<file path="src/rtl/crack_scheduler_if.sv">
// Scheduler-side bundle: control handshake, result, and crack-core array signals.
// Optional stats port keys_tried exists only when CRACK_SCHED_STATS_EN is defined.
interface crack_scheduler_if #(
  parameter int unsigned NUM_CORES = 2,
  parameter int unsigned KEY_W     = 24
);
  // top-level control and result
  logic                 en;
  logic                 rdy;
  logic                 key_valid;
  logic [KEY_W-1:0]     key;
  // crack core array
  logic [NUM_CORES-1:0] core_en;
  logic [KEY_W-1:0]     core_key;
  logic [NUM_CORES-1:0] core_rdy;
  logic [NUM_CORES-1:0] core_done;
  logic [NUM_CORES-1:0] core_hit;
`ifdef CRACK_SCHED_STATS_EN
  logic [KEY_W:0]       keys_tried;
`endif

  // driver side: control block plus core array
  modport master (
    output en,
    output core_rdy,
    output core_done,
    output core_hit,
    input  rdy,
    input  key_valid,
    input  key,
    input  core_en,
    input  core_key
`ifdef CRACK_SCHED_STATS_EN
    , input keys_tried
`endif
  );

  // scheduler side
  modport slave (
    input  en,
    input  core_rdy,
    input  core_done,
    input  core_hit,
    output rdy,
    output key_valid,
    output key,
    output core_en,
    output core_key
`ifdef CRACK_SCHED_STATS_EN
    , output keys_tried
`endif
  );
endinterface

</file>
<file path="src/rtl/crack_scheduler.sv">
// Key-space scheduler for the multi-core ARC4 cracker.
// Hands keys 0..2^KEY_W-1 to crack cores round-robin, tracks the key each core
// holds, and reports the smallest hit key (or none) once the run drains.
// Optional feature macro: CRACK_SCHED_STATS_EN adds the keys_tried counter.
module crack_scheduler #(
  parameter int unsigned NUM_CORES = 2,
  parameter int unsigned KEY_W     = 24
) (
  input logic              clk,
  input logic              rst_n,
  crack_scheduler_if.slave bus
);

  localparam int unsigned IDX_W = (NUM_CORES > 1) ? $clog2(NUM_CORES) : 1;
  localparam logic [KEY_W-1:0] KEY_MAX = '1;
  localparam logic [IDX_W-1:0] LAST_IDX = IDX_W'(NUM_CORES - 1);

  typedef enum logic [1:0] {
    S_IDLE     = 2'd0,
    S_DISPATCH = 2'd1,
    S_DRAIN    = 2'd2
  } state_e;

  state_e               state_q, state_d;
  logic                 rdy_q, rdy_d;
  logic                 key_valid_q, key_valid_d;
  logic [KEY_W-1:0]     key_q, key_d;
  logic [NUM_CORES-1:0] core_en_q, core_en_d;
  logic [KEY_W-1:0]     core_key_q, core_key_d;
  logic [NUM_CORES-1:0] busy_q, busy_d;
  logic [KEY_W-1:0]     assigned_q [NUM_CORES];
  logic [KEY_W-1:0]     assigned_d [NUM_CORES];
  logic [KEY_W-1:0]     next_key_q, next_key_d;
  logic                 exhausted_q, exhausted_d;
  logic [IDX_W-1:0]     last_q, last_d;

  logic [NUM_CORES-1:0] done_v;
  logic [NUM_CORES-1:0] hit_v;
  logic [NUM_CORES-1:0] elig;
  logic                 start;
  logic                 sel_found;
  logic [IDX_W-1:0]     sel_idx;
  int unsigned          cand;
  logic                 best_valid;
  logic [KEY_W-1:0]     best_key;

  // Results only count for cores actually holding a key.
  assign done_v = bus.core_done & busy_q;
  assign hit_v  = done_v & bus.core_hit;
  assign elig   = bus.core_rdy & ~busy_q;
  assign start  = (state_q == S_IDLE) && bus.en;

  // Round-robin pick: first eligible core after the last one dispatched.
  always_comb begin
    sel_found = 1'b0;
    sel_idx   = '0;
    cand      = 0;
    for (int unsigned i = 1; i <= NUM_CORES; i++) begin
      cand = 32'(last_q) + i;
      if (cand >= NUM_CORES) cand = cand - NUM_CORES;
      if (!sel_found && elig[IDX_W'(cand)]) begin
        sel_found = 1'b1;
        sel_idx   = IDX_W'(cand);
      end
    end
  end

  // Minimum over this cycle's hit keys and the key already held.
  always_comb begin
    best_valid = key_valid_q;
    best_key   = key_q;
    for (int unsigned i = 0; i < NUM_CORES; i++) begin
      if (hit_v[IDX_W'(i)] &&
          (!best_valid || (assigned_q[IDX_W'(i)] < best_key))) begin
        best_valid = 1'b1;
        best_key   = assigned_q[IDX_W'(i)];
      end
    end
  end

  // Next-state and registered-output logic.
  always_comb begin
    state_d     = state_q;
    rdy_d       = rdy_q;
    key_valid_d = best_valid;
    key_d       = best_key;
    core_en_d   = '0;
    core_key_d  = core_key_q;
    busy_d      = busy_q & ~done_v;
    assigned_d  = assigned_q;
    next_key_d  = next_key_q;
    exhausted_d = exhausted_q;
    last_d      = last_q;

    unique case (state_q)
      S_IDLE: begin
        if (bus.en) begin
          state_d     = S_DISPATCH;
          rdy_d       = 1'b0;
          key_valid_d = 1'b0;
          key_d       = '0;
          next_key_d  = '0;
          exhausted_d = 1'b0;
          last_d      = LAST_IDX;
        end
      end

      S_DISPATCH: begin
        if (sel_found && !exhausted_q) begin
          core_en_d[sel_idx]  = 1'b1;
          core_key_d          = next_key_q;
          assigned_d[sel_idx] = next_key_q;
          busy_d[sel_idx]     = 1'b1;
          last_d              = sel_idx;
          // Last key of the space: stop here instead of wrapping to 0.
          if (next_key_q == KEY_MAX) begin
            exhausted_d = 1'b1;
            state_d     = S_DRAIN;
          end else begin
            next_key_d = next_key_q + KEY_W'(1);
          end
        end
        // A hit ends dispatching; a same-cycle dispatch above still goes out.
        if (|hit_v) state_d = S_DRAIN;
      end

      S_DRAIN: begin
        if (busy_q == '0) begin
          state_d = S_IDLE;
          rdy_d   = 1'b1;
        end
      end

      default: begin
        state_d = S_IDLE;
        rdy_d   = 1'b1;
      end
    endcase
  end

  // FSM state register.
  always_ff @(posedge clk or negedge rst_n) begin
    if (!rst_n) state_q <= S_IDLE;
    else        state_q <= state_d;
  end

  // Datapath and output registers.
  always_ff @(posedge clk or negedge rst_n) begin
    if (!rst_n) begin
      rdy_q       <= 1'b1;
      key_valid_q <= 1'b0;
      key_q       <= '0;
      core_en_q   <= '0;
      core_key_q  <= '0;
      busy_q      <= '0;
      assigned_q  <= '{default: '0};
      next_key_q  <= '0;
      exhausted_q <= 1'b0;
      last_q      <= LAST_IDX;
    end else begin
      rdy_q       <= rdy_d;
      key_valid_q <= key_valid_d;
      key_q       <= key_d;
      core_en_q   <= core_en_d;
      core_key_q  <= core_key_d;
      busy_q      <= busy_d;
      assigned_q  <= assigned_d;
      next_key_q  <= next_key_d;
      exhausted_q <= exhausted_d;
      last_q      <= last_d;
    end
  end

  assign bus.rdy       = rdy_q;
  assign bus.key_valid = key_valid_q;
  assign bus.key       = key_q;
  assign bus.core_en   = core_en_q;
  assign bus.core_key  = core_key_q;

`ifdef CRACK_SCHED_STATS_EN
  localparam int unsigned CNT_W = KEY_W + 1;
  localparam int unsigned SUM_W = KEY_W + 2;
  localparam logic [CNT_W-1:0] TRIED_MAX = CNT_W'(1) << KEY_W;

  logic [CNT_W-1:0] tried_q, tried_d;
  logic [SUM_W-1:0] done_cnt;
  logic [SUM_W-1:0] tried_sum;

  // Count accepted core_done pulses, saturating at the key-space size.
  always_comb begin
    done_cnt = '0;
    for (int unsigned i = 0; i < NUM_CORES; i++) begin
      done_cnt = done_cnt + SUM_W'(done_v[IDX_W'(i)]);
    end
    tried_sum = SUM_W'(tried_q) + done_cnt;
    if (start)                              tried_d = '0;
    else if (tried_sum > SUM_W'(TRIED_MAX)) tried_d = TRIED_MAX;
    else                                    tried_d = CNT_W'(tried_sum);
  end

  // Stats counter register.
  always_ff @(posedge clk or negedge rst_n) begin
    if (!rst_n) tried_q <= '0;
    else        tried_q <= tried_d;
  end

  assign bus.keys_tried = tried_q;
`endif

endmodule

</file>
<file path="src/flat_wrapper.sv">
// flat-port wrapper written by rule: the top's interface ports become plain ports
module crack_scheduler_flat 
#(
  parameter int unsigned NUM_CORES = 2,
  parameter int unsigned KEY_W     = 24
)
  (clk, rst_n, bus_en, bus_core_rdy, bus_core_done, bus_core_hit, bus_rdy, bus_key_valid, bus_key, bus_core_en, bus_core_key);
  crack_scheduler_if #(.NUM_CORES(NUM_CORES), .KEY_W(KEY_W)) bus_i ();
  input logic clk;
  input logic rst_n;
  input wire logic [$bits(bus_i.en)-1:0] bus_en;
  input wire logic [$bits(bus_i.core_rdy)-1:0] bus_core_rdy;
  input wire logic [$bits(bus_i.core_done)-1:0] bus_core_done;
  input wire logic [$bits(bus_i.core_hit)-1:0] bus_core_hit;
  output wire logic [$bits(bus_i.rdy)-1:0] bus_rdy;
  output wire logic [$bits(bus_i.key_valid)-1:0] bus_key_valid;
  output wire logic [$bits(bus_i.key)-1:0] bus_key;
  output wire logic [$bits(bus_i.core_en)-1:0] bus_core_en;
  output wire logic [$bits(bus_i.core_key)-1:0] bus_core_key;
  assign bus_i.en = bus_en;
  assign bus_i.core_rdy = bus_core_rdy;
  assign bus_i.core_done = bus_core_done;
  assign bus_i.core_hit = bus_core_hit;
  assign bus_rdy = bus_i.rdy;
  assign bus_key_valid = bus_i.key_valid;
  assign bus_key = bus_i.key;
  assign bus_core_en = bus_i.core_en;
  assign bus_core_key = bus_i.core_key;
  crack_scheduler #(.NUM_CORES(NUM_CORES), .KEY_W(KEY_W)) u_core (.clk(clk), .rst_n(rst_n), .bus(bus_i));
endmodule
</file>
<file path="config.mk">
export PLATFORM = sky130hd
export DESIGN_NAME = crack_scheduler_flat
export DESIGN_NICKNAME = d
export VERILOG_FILES = /design/src/rtl/crack_scheduler_if.sv /design/src/rtl/crack_scheduler.sv /design/src/flat_wrapper.sv
export SDC_FILE = /design/constraint.sdc
export NUM_CORES = 1
export LEC_CHECK = 0
export CORE_ASPECT_RATIO = 0.75
export CORE_MARGIN = 1
export CORE_UTILIZATION = 58
export CTS_CLUSTER_DIAMETER = 80
export CTS_CLUSTER_SIZE = 8
export DETAILED_ROUTE_END_ITERATION = 8
export PLACE_DENSITY = 0.8
export SLEW_MARGIN = 20
export SYNTH_ARGS = -nofsm -noshare
export SYNTH_HDL_FRONTEND = slang
export SYNTH_SLANG_ARGS = --single-unit
export TNS_END_PERCENT = 100
</file>
<file path="constraint.sdc">
create_clock -name clk -period 5.35 [get_ports clk]
set_clock_uncertainty 0.2 [all_clocks]
set_input_delay 0.535 -clock clk [delete_from_list [all_inputs] [get_ports clk]]
set_output_delay 0.535 -clock clk [all_outputs]
set_load 0.01 [all_outputs]
</file>
==> run_results.csv, run 1 <==
group,metric,value,unit
sta,finalSetupTns,0,ps
sta,timing_hold_violations_final,39,
critical_path,r2r_cells,18,
finish,stdcell_area,0.00803,mm^2
clocking,clkTransAtPathRegs,70,ps
hold_path,worst_hold_path_type,"input pin to asynchronous set/reset pin",
placement,place_area,0.00744,mm^2
clocking,clkSinkCount,130,
sta,finalCritPeriodShare,93.3,%
detailed_routing,drt_iter0_drc,311,
clocking,root_buffer,"clkbuf_16",
global_routing,grtUsageTotal,29.3,%
detailed_routing,drc,0,
die,die-area,0.0121,mm^2
detailed_routing,drt-total-wl,16.1,mm
clocking,cts-buffers-inserted,17,
logic_synthesis,synth_seq_cells,130,
die,die_h,95.4,um
global_routing,grt_antenna_before_repair,0,
logic_synthesis,async_flop_share,100,%
finish,antenna_cells,0,
detailed_routing,vias,4845,
sta,layout_min_cycle_time,4990,ps
detailed_routing,drt_pass1_iterations,5,
finish,drive_gt1_share,18.9,%
logic_synthesis,synth_top_area_share,47.5,%
global_routing,gr-total-overflow,0,
logic_synthesis,yosysSeqAreaShare,48.3,%
logic_synthesis,synth_fp_nets,658,
logic_synthesis,synth.distinct_cells,54,
placement,port_buffers,60,
detailed_routing,wl_per_cell,19.7,um
logic_synthesis,synth.avg_cell_area,11.2,um^2
global_routing,use_met1,41.0,%
finish,fillCellCount,778,
sta,grt_setup_unrepaired,"no",
clocking,post_cts_resized,0,
sta,holdWs,-32.4,ps
critical_path,arrival,5080,ps
critical_path,startpoint_type,"flop",
clocking,cts_max_level,4,
sta,max_slew_margin,40.3,%
logic_synthesis,synth_warnings,0,
pwr,p_per_area,386,mW/mm^2
outcome,status,"finished with violations",
global_routing,grt_pass1_wl,26.5,mm
die,rows,33,
sta,max_slew.worst_pin.slew,895,ps
finish,area_growth,19.0,%
detailed_routing,vias_per_cell,5.92,
sta,setup_viol,0,
logic_synthesis,synth_flop_cell,"dfrtp_1",
placement,gp_congestion,0.947,
logic_synthesis,synth.area.top_cells,"dfrtp_1, ha_1, mux2_2, nand2_1, o2bb2ai_2",
global_routing,grt_max_degree,86,
critical_path,critPathCaptureType,"flop",
die,io_pins,61,
global_routing,grt_util_met3,5.67,%
logic_synthesis,yosys-top-cells-count,"dfrtp_1, nand2_1, mux2_2",
global_routing,grt_pass1_vias,4957,
pwr,p_leak,3.98,nW
outcome,violations,"negative hold slack",
clocking,cts_tree,"yes",
sta,drv_slew,0,
sta,fmax,200,MHz
logic_synthesis,synth.largest_area_cell,"dfrtp_1",
global_routing,met2_usage,46.9,%
clocking,postCtsSetupBuffers,0,
critical_path,criticalPathCategory,"flop to flop",
die,initial_utilization,60.7,%
critical_path,cp.required,5430,ps
die,die_x,127,um
placement,dp_hpwl,11.0,mm
logic_synthesis,synth_enable_flop_cells,0,
logic_synthesis,syn_area,0.00675,mm^2
finish,fin_nets,722,
global_routing,grt-busiest-layer,"met2",
pwr,vdd_drop_max,0.274,mV
logic_synthesis,post-synth-top-count-cell,"dfrtp_1",
clocking,ctsHoldBuffers,0,
die,core_region_area,0.0111,mm^2
logic_synthesis,synth_cells,602,
clocking,insertion_delay,420,ps
detailed_routing,detail-route-antenna-nets,0,
critical_path,worstPathMaxFanout,16,
clocking,cts_buffer_depth,2,
job,cap_violations,0,
[per-stage QoR]
step	util, %	power, mW	cells	setup slack (ps)
floorplan	-	1.72	602	924
global placement	67.0	1.93	787	548
detailed placement	67.0	1.96	787	359
CTS	72.3	3.11	819	393
global route	72.3	3.23	819	46.9
finish	72.3	3.10	819	356
[cell type report]
| class | count | area (um^2) | share of cell area (%) |
|---|---|---|---|
| well taps | 140 | 175 | 2.18 |
| flip-flops and latches | 130 | 3260 | 40.5 |
| clock inverters | 14 | 144 | 1.79 |
| clock buffers | 18 | 439 | 5.47 |
| inverters | 30 | 113 | 1.40 |
| repair buffers | 70 | 677 | 8.43 |
| multi-input cells | 417 | 3230 | 40.2 |
[sequential cells by signal (all words and copies together), names as in the netlist, 2 cells and up]
signal	flops
u_core.busy_q	2
u_core.assigned_q	48
u_core.bus.key	24
u_core.state_q	2
u_core.bus.core_key	24
u_core.bus.core_en	2
u_core.next_key_q	24
[path summary, 6_finish.rpt]
kind / start / endpoint / slack [ps]
max: u_core.bus.key[23] / u_core.bus.key[23] / 360
min: rst_n / u_core.bus.core_key[21] / -30
max reg2reg: u_core.bus.key[23] / u_core.bus.key[23] / 360
min reg2reg: u_core.bus.core_key[8] / u_core.bus.core_key[8] / 300
max in group asynchronous: rst_n / u_core.bus.key[1] / 3860
min in group clk: u_core.bus.core_key[8] / u_core.bus.core_key[8] / 300
[worst max-delay path, cell delays in order (launching register included)]
cell,delay (ps)
dfrtp_1,380
inv_1,50
ha_1,310
nand4_1,210
nor4_2,380
nand4_1,150
o21bai_2,610
mux2i_1,380
ha_1,310
a21o_1,160
a21o_1,170
a21o_1,170
a211oi_1,250
o21bai_1,90
a21oi_1,220
o31ai_1,200
o21ai_2,190
buf_4,320
o2bb2ai_1,120
[power by group]
| group | internal (mW) | switching [mW] |
|---|---|---|
| clock | 0.666 | 0.476 |
| sequential | 1.07 | 0.105 |
| combinational | 0.314 | 0.467 |
[layer usage]
metal  vias up  share of wire [%]
li1       2246                  -
met1      2425                 46
met2       154                 48
met3        20                5.6
met4         0                1.1
met5         -                  0
[cells by family after synthesis]
kind of cell / synth area share, %
AND/OR/NAND/NOR: 12.5
multiplexers: 11.8
flip-flops: 48.3
buffers and inverters: 4.01
adder cells (fa/ha/maj): 8.72
AO/OA/AOI/OAI: 11.9
XOR/XNOR: 2.86
[layout by cell type (no fill, tap or decap), drive strengths merged, types with 17 or more instances in the layout]
master and instances:
dfrtp 128, nand2 89, clkdlybuf4s50 59, mux2 49, ha 47, nor2 41
inv 37, mux2i 24, a21oi 24, o2bb2ai 23, clkbuf 18, o21ai 17
Note: power is estimated with default switching activity, not from simulation.
==> inputs of run 2 (changes only) <==
Settings changed: CAP_MARGIN from default to 5.
==> results of run 2 <==
No change in the layout: final DEF, timing and power equal those of run 1.
==> inputs of run 3 (changes only) <==
Settings changed: GPL_TIMING_DRIVEN from default to 0, REMOVE_ABC_BUFFERS from default to 1.
==> run_results.csv, run 3 (synthesis results as in run 1) <==
group,metric,value,unit
pwr,p_sw,1.01,mW
pwr,clkPwrFrac,37.2,%
global_routing,grt_max_degree,75,
job,cap_violations,0,
detailed_routing,dr_wl_met3,957,um
clocking,clkSinkCount,130,
pwr,seqPwrFrac,36.8,%
hold_path,holdPathEnd,"u_core.bus.core_key[6]",
finish,layout_commonest_cell,"dfrtp_1",
hold_path,min_from,"u_core.bus.core_key[6]",
placement,port_buffers,60,
die,rows,33,
pwr,vdd_drop_max,0.257,mV
finish,fin_util,73.5,%
global_routing,grt_antenna_before_repair,0,
global_routing,grtUsageTotal,28.8,%
sta,setup_slack,228,ps
finish,antenna_cells,0,
detailed_routing,drt_iter0_drc,376,
sta,layout_min_cycle_time,5120,ps
die,die-area,0.0121,mm^2
critical_path,ff2ff_setup_slack,230,ps
finish,final_cell_mix,"dfrtp_1, nand2_1, clkdlybuf4s50_1",
clocking,insertion_delay,410,ps
critical_path,criticalPathCategory,"flop to flop",
outcome,status,"finished, final reports clean",
clocking,clkTransAtPathRegs,60,ps
placement,dp_hpwl,10.8,mm
global_routing,gr-total-overflow,0,
die,core_region_area,0.0111,mm^2
detailed_routing,drt_pass1_iterations,5,
placement,place_area,0.00750,mm^2
placement,pre_cts_ws,-235,ps
sta,finalCritPeriodShare,95.7,%
die,io_pins,61,
die,die_h,95.4,um
sta,max_slew_margin,26.9,%
detailed_routing,drt-total-wl,16.1,mm
placement,place.detailed.instances,783,
detailed_routing,vias,4953,
detailed_routing,detail-route-antenna-nets,0,
pwr,p_per_area,392,mW/mm^2
detailed_routing,drc,0,
pwr,combPwrFrac,26.0,%
sta,max_slew.worst_pin.slew,1100,ps
global_routing,grt_pass1_vias,5150,
sta,drv_slew,0,
finish,area_growth,20.9,%
placement,gp_congestion,0.884,
critical_path,cp.required,5480,ps
pwr,switching_share,31.5,%
critical_path,startpoint_type,"flop",
hold_path,min_path_cells,1,
finish,largest_reg_flops,48,
sta,setup_viol,0,
die,initial_utilization,60.7,%
detailed_routing,routed-wl-met2,7.60,mm
clocking,cts_tree,"yes",
finish,fin_nets,723,
pwr,p_leak,4.03,nW
critical_path,arrival,5250,ps
detailed_routing,vias_per_cell,6.05,
critical_path,worstPathMaxFanout,12,
clocking,cts_max_level,4,
hold_path,worst_hold_path_type,"flop to flop",
global_routing,grt_pass1_wl,26.0,mm
sta,fmax,195,MHz
finish,stdcell_area,0.00816,mm^2
finish,drive_gt1_share,18.6,%
detailed_routing,drt-met1-wl,7.28,mm
critical_path,critPathCaptureType,"flop",
clocking,cts_buffer_depth,2,
detailed_routing,wl_per_cell,19.7,um
critical_path,rr_startpoint,"u_core.bus.key[22]",
die,die_x,127,um
pwr,p_int,2.19,mW
clocking,root_buffer,"clkbuf_16",
detailed_routing,dr.max_layer_used,"met4",
clocking,cts-buffers-inserted,17,
finish,top_register,"u_core.assigned_q",
finish,fin_cells,819,
critical_path,rr_endpoint,"u_core.bus.key[2]",
critical_path,r2r_cells,20,
sta,timing_hold_violations_final,0,
sta,grt_setup_unrepaired,"no",
## run 3: timing repair
| action | 4_1_cts | 5_1_grt |
|---|---|---|
| endpoints found under the hold margin | 56 | 0 |
| pin swaps | 2 | 1 |
| resized for setup | 0 | 1 |
| endpoints found under the setup margin | 23 | 17 |
| hold buffers | 1 | 0 |
| buffers inserted | 3 | 1 |
## run 3: layout make-up
class / instances / area (um^2)
clock buffers: 19 / 433
clock inverters: 12 / 165
fillers: 732 / 2950
inverters: 30 / 113
multi-input cells: 417 / 3260
flip-flops and latches: 130 / 3260
well taps: 140 / 175
repair buffers: 71 / 762
## run 3: power by group through the flow
stage	clock network [mW]	registers (mW)	logic, mW
finish	1.19	1.18	0.832
detailed placement	0	1.19	0.792
global route	1.24	1.18	0.899
floorplan	0	1.17	0.487
CTS	1.20	1.17	0.828
global placement	0	1.18	0.722
## run 3: critical path, cell delays in order, from the launching register on
cell and delay (ps):
dfrtp_1 380, inv_1 80, ha_1 320, nand4_1 260, nor4_4 370, a22o_1 210, o32a_1 150, o21bai_4 140
buf_16 180, mux2i_1 320, ha_1 320, a21o_1 180, a21o_1 170, a21o_1 180, a211oi_1 290, o21bai_1 90
a21oi_1 200, o31ai_1 220, o31ai_4 420, buf_4 230, o2bb2ai_1 130
## run 3: metrics by stage
stage               total power [mW]  TNS (ps)  hold WS (ps)
finish                          3.20         0           305
global route                    3.32         0           322
global placement                1.90   -199250           291
detailed placement              1.98     -3490           295
CTS                             3.20         0           307
floorplan                       1.66     -75.0          39.4
## run 3: per-layer routing
metal / global-route usage, % / vias up
met4: 11.7 / 0
met2: 46.4 / 180
met5: 0 / -
li1: - / 2248
met3: 6.40 / 30
met1: 38.3 / 2495
## run 3: worst max-delay path by stage
stage / start / endpoint / cells after the start
floorplan: u_core.bus.key[23] / u_core.bus.key[1] / 17
global placement: rst_n / u_core.bus.core_en[1] / 1
detailed placement: u_core.bus.key[23] / u_core.bus.key[12] / 19
CTS: u_core.bus.key[22] / u_core.bus.key[23] / 20
global route: u_core.bus.key[22] / u_core.bus.key[2] / 20
finish: u_core.bus.key[22] / u_core.bus.key[2] / 20
